### config.mk
export PLATFORM = sky130hd
export DESIGN_NAME = add_sub_serial_flat
export DESIGN_NICKNAME = d
export VERILOG_FILES = /design/src/rtl/add_sub_pkg.sv /design/src/rtl/add_sub_serial_if.sv /design/src/rtl/add_sub_digit.sv /design/src/rtl/add_sub_serial.sv /design/src/flat_wrapper.sv
export SDC_FILE = /design/constraint.sdc
export NUM_CORES = 1
export LEC_CHECK = 0
export ABC_CLOCK_PERIOD_IN_PS = 6100
export BUFFER_PORTS_ARGS = -buffer_cell sky130_fd_sc_hd__clkbuf_2
export CORE_MARGIN = 3
export CORE_UTILIZATION = 50
export CTS_BUF_LIST = sky130_fd_sc_hd__clkbuf_16
export DETAILED_ROUTE_END_ITERATION = 16
export PLACE_DENSITY = 0.74
export SYNTH_ARGS = -nofsm -noshare
export SYNTH_HDL_FRONTEND = slang
export SYNTH_SLANG_ARGS = --single-unit
### constraint.sdc
create_clock -name clk -period 6.1 [get_ports clk]
set_clock_uncertainty 0.15 [all_clocks]
set_input_delay 0.915 -clock clk [delete_from_list [all_inputs] [get_ports clk]]
set_output_delay 0.915 -clock clk [all_outputs]
set_load 0.02 [all_outputs]
### src/rtl/add_sub_pkg.sv
// Shared encodings for the digit-serial add/sub unit: FSM states and op codes.
package add_sub_pkg;

   typedef enum logic [1:0] {
      ST_IDLE = 2'd0,
      ST_BUSY = 2'd1,
      ST_DONE = 2'd2
   } state_e;

   localparam logic OP_ADD = 1'b0;
   localparam logic OP_SUB = 1'b1;

endpackage

### src/rtl/add_sub_serial_if.sv
// Operand/result handshake bundle for add_sub_serial; the producer/consumer side
// uses master, the add/sub unit uses slave.
interface add_sub_serial_if #(
   parameter int WIDTH = 16
);
   logic             in_valid;
   logic             in_ready;
   logic [WIDTH-1:0] x;
   logic [WIDTH-1:0] y;
   logic             add_sub_select;
   logic             out_valid;
   logic             out_ready;
   logic [WIDTH-1:0] z;
   logic             carry_out;
   logic             overflow;
   logic             zero;

   modport master (
      output in_valid, x, y, add_sub_select, out_ready,
      input  in_ready, out_valid, z, carry_out, overflow, zero
   );

   modport slave (
      input  in_valid, x, y, add_sub_select, out_ready,
      output in_ready, out_valid, z, carry_out, overflow, zero
   );
endinterface

### src/rtl/add_sub_digit.sv
// Combinational DIGIT-bit ripple adder slice; the serial unit reuses one
// instance for every digit of an operation.
module add_sub_digit #(
   parameter int DIGIT = 4
) (
   input  logic [DIGIT-1:0] i_a,
   input  logic [DIGIT-1:0] i_b,
   input  logic             i_cin,
   output logic [DIGIT-1:0] o_sum,
   output logic             o_cout
);

   assign {o_cout, o_sum} = {1'b0, i_a} + {1'b0, i_b} + {{DIGIT{1'b0}}, i_cin};

endmodule

### src/rtl/add_sub_serial.sv
// Digit-serial two's-complement adder/subtractor, DIGIT bits per clock, LSB first.
// Build with ADD_SUB_SATURATE_EN defined to saturate z on signed overflow.
module add_sub_serial
   import add_sub_pkg::*;
#(
   parameter int WIDTH = 16,
   parameter int DIGIT = 4
) (
   input  logic             clk,
   input  logic             rst_n,
   add_sub_serial_if.slave  s_if
);

   // WIDTH must be a multiple of DIGIT.
   localparam int NDIG = WIDTH / DIGIT;
   localparam int CW   = (NDIG > 1) ? $clog2(NDIG) : 1;

   state_e                        r_state;
   state_e                        w_next;
   logic [NDIG-1:0][DIGIT-1:0]    r_x;
   logic [NDIG-1:0][DIGIT-1:0]    r_y;
   logic [NDIG-1:0][DIGIT-1:0]    r_z;
   logic [NDIG-1:0][DIGIT-1:0]    w_z_final;
   logic [NDIG-1:0][DIGIT-1:0]    w_z_out;
   logic [CW-1:0]                 r_cnt;
   logic                          r_carry;
   logic                          r_carry_out;
   logic                          r_overflow;
   logic                          r_zero;
   logic [DIGIT-1:0]              w_sum;
   logic                          w_cout;
   logic                          w_accept;
   logic                          w_last;
   logic                          w_ovf;

   assign w_accept = (r_state == ST_IDLE) && s_if.in_valid;
   assign w_last   = (r_state == ST_BUSY) && (r_cnt == CW'(NDIG - 1));

   add_sub_digit #(
      .DIGIT (DIGIT)
   ) u_digit (
      .i_a    (r_x[r_cnt]),
      .i_b    (r_y[r_cnt]),
      .i_cin  (r_carry),
      .o_sum  (w_sum),
      .o_cout (w_cout)
   );

   // NOTE: every always_comb output gets a default first so no path infers a latch.
   always_comb begin
      w_z_final        = r_z;
      w_z_final[r_cnt] = w_sum;
   end

   // y is stored pre-inverted for subtract, so its sign bit is already y'.
   assign w_ovf = (r_x[NDIG-1][DIGIT-1] == r_y[NDIG-1][DIGIT-1]) &&
                  (w_z_final[NDIG-1][DIGIT-1] != r_x[NDIG-1][DIGIT-1]);

`ifdef ADD_SUB_SATURATE_EN
   always_comb begin
      w_z_out = w_z_final;
      if (w_ovf) begin
         w_z_out = r_x[NDIG-1][DIGIT-1] ? {1'b1, {(WIDTH-1){1'b0}}}
                                        : {1'b0, {(WIDTH-1){1'b1}}};
      end
   end
`else
   assign w_z_out = w_z_final;
`endif

   // NOTE: sequential state uses non-blocking assignments so every register samples pre-edge values.
   always_ff @(posedge clk or negedge rst_n) begin
      if (!rst_n) r_state <= ST_IDLE;
      else        r_state <= w_next;
   end

   always_comb begin
      w_next = r_state;
      unique case (r_state)
         ST_IDLE: if (s_if.in_valid)  w_next = ST_BUSY;
         ST_BUSY: if (w_last)         w_next = ST_DONE;
         ST_DONE: if (s_if.out_ready) w_next = ST_IDLE;
         default:                     w_next = ST_IDLE;
      endcase
   end

   // NOTE: operand registers are reset too, so an aborted operation leaves no stale state behind.
   always_ff @(posedge clk or negedge rst_n) begin
      if (!rst_n) begin
         r_x         <= '0;
         r_y         <= '0;
         r_z         <= '0;
         r_cnt       <= '0;
         r_carry     <= 1'b0;
         r_carry_out <= 1'b0;
         r_overflow  <= 1'b0;
         r_zero      <= 1'b0;
      end else if (w_accept) begin
         r_x     <= s_if.x;
         r_y     <= (s_if.add_sub_select == OP_SUB) ? ~s_if.y : s_if.y;
         r_carry <= s_if.add_sub_select;
         r_cnt   <= '0;
      end else if (r_state == ST_BUSY) begin
         r_carry <= w_cout;
         r_cnt   <= r_cnt + CW'(1);
         if (w_last) begin
            r_z         <= w_z_out;
            r_carry_out <= w_cout;
            r_overflow  <= w_ovf;
            r_zero      <= (w_z_out == '0);
         end else begin
            r_z[r_cnt] <= w_sum;
         end
      end
   end

   assign s_if.in_ready  = (r_state == ST_IDLE);
   assign s_if.out_valid = (r_state == ST_DONE);
   assign s_if.z         = r_z;
   assign s_if.carry_out = r_carry_out;
   assign s_if.overflow  = r_overflow;
   assign s_if.zero      = r_zero;

endmodule

### src/flat_wrapper.sv
// flat-port wrapper written by rule: the top's interface ports become plain ports
module add_sub_serial_flat import add_sub_pkg::*;
#(
   parameter int WIDTH = 16,
   parameter int DIGIT = 4
)
  (clk, rst_n, s_if_in_valid, s_if_x, s_if_y, s_if_add_sub_select, s_if_out_ready, s_if_in_ready, s_if_out_valid, s_if_z, s_if_carry_out, s_if_overflow, s_if_zero);
  add_sub_serial_if #(.WIDTH(WIDTH)) s_if_i ();
  input  logic clk;
  input  logic rst_n;
  input wire logic [$bits(s_if_i.in_valid)-1:0] s_if_in_valid;
  input wire logic [$bits(s_if_i.x)-1:0] s_if_x;
  input wire logic [$bits(s_if_i.y)-1:0] s_if_y;
  input wire logic [$bits(s_if_i.add_sub_select)-1:0] s_if_add_sub_select;
  input wire logic [$bits(s_if_i.out_ready)-1:0] s_if_out_ready;
  output wire logic [$bits(s_if_i.in_ready)-1:0] s_if_in_ready;
  output wire logic [$bits(s_if_i.out_valid)-1:0] s_if_out_valid;
  output wire logic [$bits(s_if_i.z)-1:0] s_if_z;
  output wire logic [$bits(s_if_i.carry_out)-1:0] s_if_carry_out;
  output wire logic [$bits(s_if_i.overflow)-1:0] s_if_overflow;
  output wire logic [$bits(s_if_i.zero)-1:0] s_if_zero;
  assign s_if_i.in_valid = s_if_in_valid;
  assign s_if_i.x = s_if_x;
  assign s_if_i.y = s_if_y;
  assign s_if_i.add_sub_select = s_if_add_sub_select;
  assign s_if_i.out_ready = s_if_out_ready;
  assign s_if_in_ready = s_if_i.in_ready;
  assign s_if_out_valid = s_if_i.out_valid;
  assign s_if_z = s_if_i.z;
  assign s_if_carry_out = s_if_i.carry_out;
  assign s_if_overflow = s_if_i.overflow;
  assign s_if_zero = s_if_i.zero;
  add_sub_serial #(.WIDTH(WIDTH), .DIGIT(DIGIT)) u_core (.clk(clk), .rst_n(rst_n), .s_if(s_if_i));
endmodule
==> load_flow_metrics.sql <==
INSERT INTO impl_metrics (metric_group, metric, value, unit) VALUES
('status', 'status', 'finished clean', ''),
('grt', 'grtUsageTotal', '17.9', '%'),
('clocking', 'cts_buffers', '5', ''),
('routing', 'drt_first_pass_iters', '4', ''),
('hold_path', 'hold_path.startpoint', 'u_core.s_if.z[12]', ''),
('worst_setup_path', 'critical_path.reg2reg.startpoint', 'u_core.r_cnt[0]', ''),
('floorplan', 'initial_utilization', '52.1', '%'),
('worst_setup_path', 'worst-r2r-cell-count', '9', ''),
('run', 'drv.max_cap_violation_count', '0', ''),
('logic_synthesis', 'post_synth_and_or_nand_nor_area_fraction', '10.1', '%'),
('layout', 'layout-drive-gt1-share', '32.3', '%'),
('clocking', 'cts_sinks', '56', ''),
('timing', 'maxSlewViolCount', '0', ''),
('timing', 'tns', '0', 'ns'),
('layout', 'fill_cells', '430', ''),
('logic_synthesis', 'muxShareOfSynthArea', '13.4', '%'),
('grt', 'grt_start_max_net_pins', '57', ''),
('clocking', 'clockBufferDepth', '2', ''),
('timing', 'hold_violations', '0', ''),
('timing', 'post-route-period-util', '51.1', '%'),
('clocking', 'worstSkewPairLatency', '0.29', 'ns'),
('floorplan', 'placementRows', '26', ''),
('grt', 'via_count_of_the_first_global_routing_pass', '1813', ''),
('routing', 'route.detailed.drc', '0', ''),
('placement', 'finalWeightedCongestion', '0.829', ''),
('hold_path', 'worstHoldPathCells', '2', ''),
('placement', 'dp.final_hpwl', '3680', 'um'),
('grt', 'grt_overflow', '0', ''),
('logic_synthesis', 'post_synth_xor_area_fraction', '5.85', '%'),
('routing', 'routed_wirelength', '5160', 'um'),
('logic_synthesis', 'synth-adder-area-share', '4.73', '%'),
('logic_synthesis', 'post_synth_net_total', '278', ''),
('worst_setup_path', 'timing.reg2reg.setup_slack', '2.98', 'ns'),
('clocking', 'clockRootBuffer', 'clkbuf_16', ''),
('clocking', 'clk_transition_reported_paths', '0.07', 'ns'),
('power', 'p_per_area', '634', 'mW/mm2'),
('logic_synthesis', 'largest_family_of_logic_cells_by_synthesized_area', 'multiplexers', ''),
('power', 'total_leakage_power', '1.45', 'nW'),
('floorplan', 'die_w', '79.4', 'um'),
('layout', 'final_core_utilization', '60.9', '%'),
('worst_setup_path', 'crit_fanout', '13', ''),
('logic_synthesis', 'synth.yosys.seq_area_share', '52.0', '%'),
('layout', 'antennaDiodeCount', '0', ''),
('grt', 'grt_pass1_wl', '8750', 'um'),
('layout', 'area.growth.synth_to_final', '16.8', '%'),
('logic_synthesis', 'synth_area', '0.00270', 'mm2'),
('worst_setup_path', 'cp_data_arrival_time', '3.20', 'ns'),
('hold_path', 'hold_end', 'u_core.s_if.z[12]', ''),
('layout', 'final_cell_mix', '57 x clkbuf_2, 56 x dfrtp_1, 23 x nand2_1', ''),
('clocking', 'cts_setup_buffers', '0', ''),
('layout', 'multiInputGateArea', '0.00119', 'mm2'),
('routing', 'route.vias.total', '1852', ''),
('routing', 'drt-initial-drc-count', '72', ''),
('layout', 'final_net_count', '333', ''),
('power', 'max-vdd-ir-drop', '0.285', 'mV'),
('grt', 'initial_antenna_violation_count', '0', ''),
('logic_synthesis', 'syn-mean-instance-area', '11.6', 'um2'),
('logic_synthesis', 'synth_cells', '232', ''),
('routing', 'drt-wirelength-per-cell', '14.4', 'um'),
('hold_path', 'worstHoldPathType', 'reg2reg', ''),
('worst_setup_path', 'criticalPathCategory', 'reg2reg', ''),
('layout', 'final_common_cell', 'clkbuf_2', ''),
('layout', 'regArea', '0.00140', 'mm2'),
('worst_setup_path', 'critPathRequiredTime', '6.18', 'ns'),
('logic_synthesis', 'number_of_library_cell_types_mapped_by_synthesis', '35', ''),
('timing', 'period_needed', '3.12', 'ns'),
('placement', 'placement.io_buffers', '57', ''),
('routing', 'routed_via_density', '5.17', ''),
('logic_synthesis', 'synthesized_area_fraction_occupied_by_ao_oa_aoi_and_oai_cells', '9.93', '%'),
('timing', 'unrepaired_setup_endpoints_after_global_routing', 'false', ''),
('clocking', 'htree_num_levels', '2', '');
==> worst max path at each step <==
stage / cells past startpoint / slack (ns) / to / startpoint
after global routing: 9 / 2.74 / u_core.s_if.zero / u_core.r_cnt[0]
after CTS: 9 / 2.95 / u_core.s_if.zero / u_core.r_cnt[0]
after floorplan: 10 / 3.37 / u_core.s_if.zero / u_core.r_cnt[0]
after global placement: 9 / 3.10 / u_core.s_if.zero / u_core.r_cnt[0]
final: 9 / 2.98 / u_core.s_if.zero / u_core.r_cnt[0]
after detailed placement: 9 / 2.98 / u_core.s_if.zero / u_core.r_cnt[0]
==> critical path: stages (launching register included) <==
cell,delay [ns]
dfrtp_1,0.75
mux4_2,0.58
inv_1,0.08
fa_1,0.20
inv_1,0.07
fa_1,0.41
xnor2_1,0.36
o2111ai_1,0.17
nor2_1,0.11
a41o_1,0.18
==> cells by family after synthesis <==
logic type	after synthesis
mux	24
fa+ha+maj	9
compound gates	47
buf+inv	19
xor+xnor	18
flops	56
simple gates	59
==> power by group <==
group          switching (W)  leakage [nW]  total [W]  internal [W]
logic               0.000587         0.716    0.00102      0.000434
clock network       0.000125        0.0712   0.000277      0.000151
registers           0.000144         0.664   0.000699      0.000555
==> sequential cells by signal (all words and copies together) (netlist names) <==
name,cells
u_core.r_carry,1
u_core.r_cnt,2
u_core.r_state,2
u_core.r_x,16
u_core.r_y,16
u_core.s_if.carry_out,1
u_core.s_if.overflow,1
u_core.s_if.z,16
u_core.s_if.zero,1
==> stage by stage <==
stage / hold slack (ns) / setup slack [ns] / total power, W / instances
floorplan: 0.325 / 3.37 / 0.00145 / 232
global placement: 0.312 / 3.10 / 0.00168 / 350
detailed placement: 0.319 / 2.98 / 0.00172 / 350
CTS: 0.335 / 2.95 / 0.00202 / 358
global route: 0.358 / 2.74 / 0.00216 / 358
finish: 0.331 / 2.98 / 0.00200 / 358
==> cell usage after synthesis <==
cell type / instances / share of area, %
buf_4: 5 / 1.4
nor4_1: 3 / 0.70
nand2_2: 1 / 0.23
a41o_1: 1 / 0.37
a22oi_2: 1 / 0.46
nand3b_1: 1 / 0.28
inv_1: 8 / 1.1
ha_1: 7 / 3.2
a21o_1: 1 / 0.28
nor3b_4: 1 / 0.70
o21ai_1: 1 / 0.19
clkbuf_1: 1 / 0.14
o22ai_1: 1 / 0.23
and2_0: 1 / 0.23
nor3_1: 1 / 0.19
mux2_2: 16 / 6.7
o31ai_1: 1 / 0.28
nand2_1: 23 / 3.2
or3b_1: 1 / 0.32
buf_2: 3 / 0.56
nor2_1: 21 / 2.9
dfrtp_1: 56 / 52
nand2b_1: 3 / 0.70
a211o_1: 1 / 0.32
o2111ai_1: 2 / 0.65
mux4_2: 8 / 6.7
nand3_1: 1 / 0.19
buf_6: 2 / 0.84
xnor2_1: 18 / 5.8
nor2b_1: 1 / 0.23
a21oi_1: 18 / 3.3
and3_1: 1 / 0.23
fa_1: 2 / 1.5
o21ai_0: 19 / 3.5
o21bai_1: 1 / 0.28
==> layer usage <==
| layer | part of all wire [%] | routed length (um) | GRT usage [%] |
|---|---|---|---|
| met1 | 44 | 2290 | 24.4 |
| met2 | 49 | 2540 | 28.9 |
| met3 | 5.6 | 287 | 4.06 |
| met4 | 0.85 | 44 | 4.47 |
| met5 | 0 | 0 | 0 |
==> area by class of cell <==
cell class	count	area share [%]
well taps	70	2.78
clock inverters	3	0.635
flip-flops and latches	56	44.5
repair buffers	59	9.53
clock buffers	5	3.97
multi-input cells	157	37.6
inverters	8	0.953
Power figures use the tool's default switching activity.
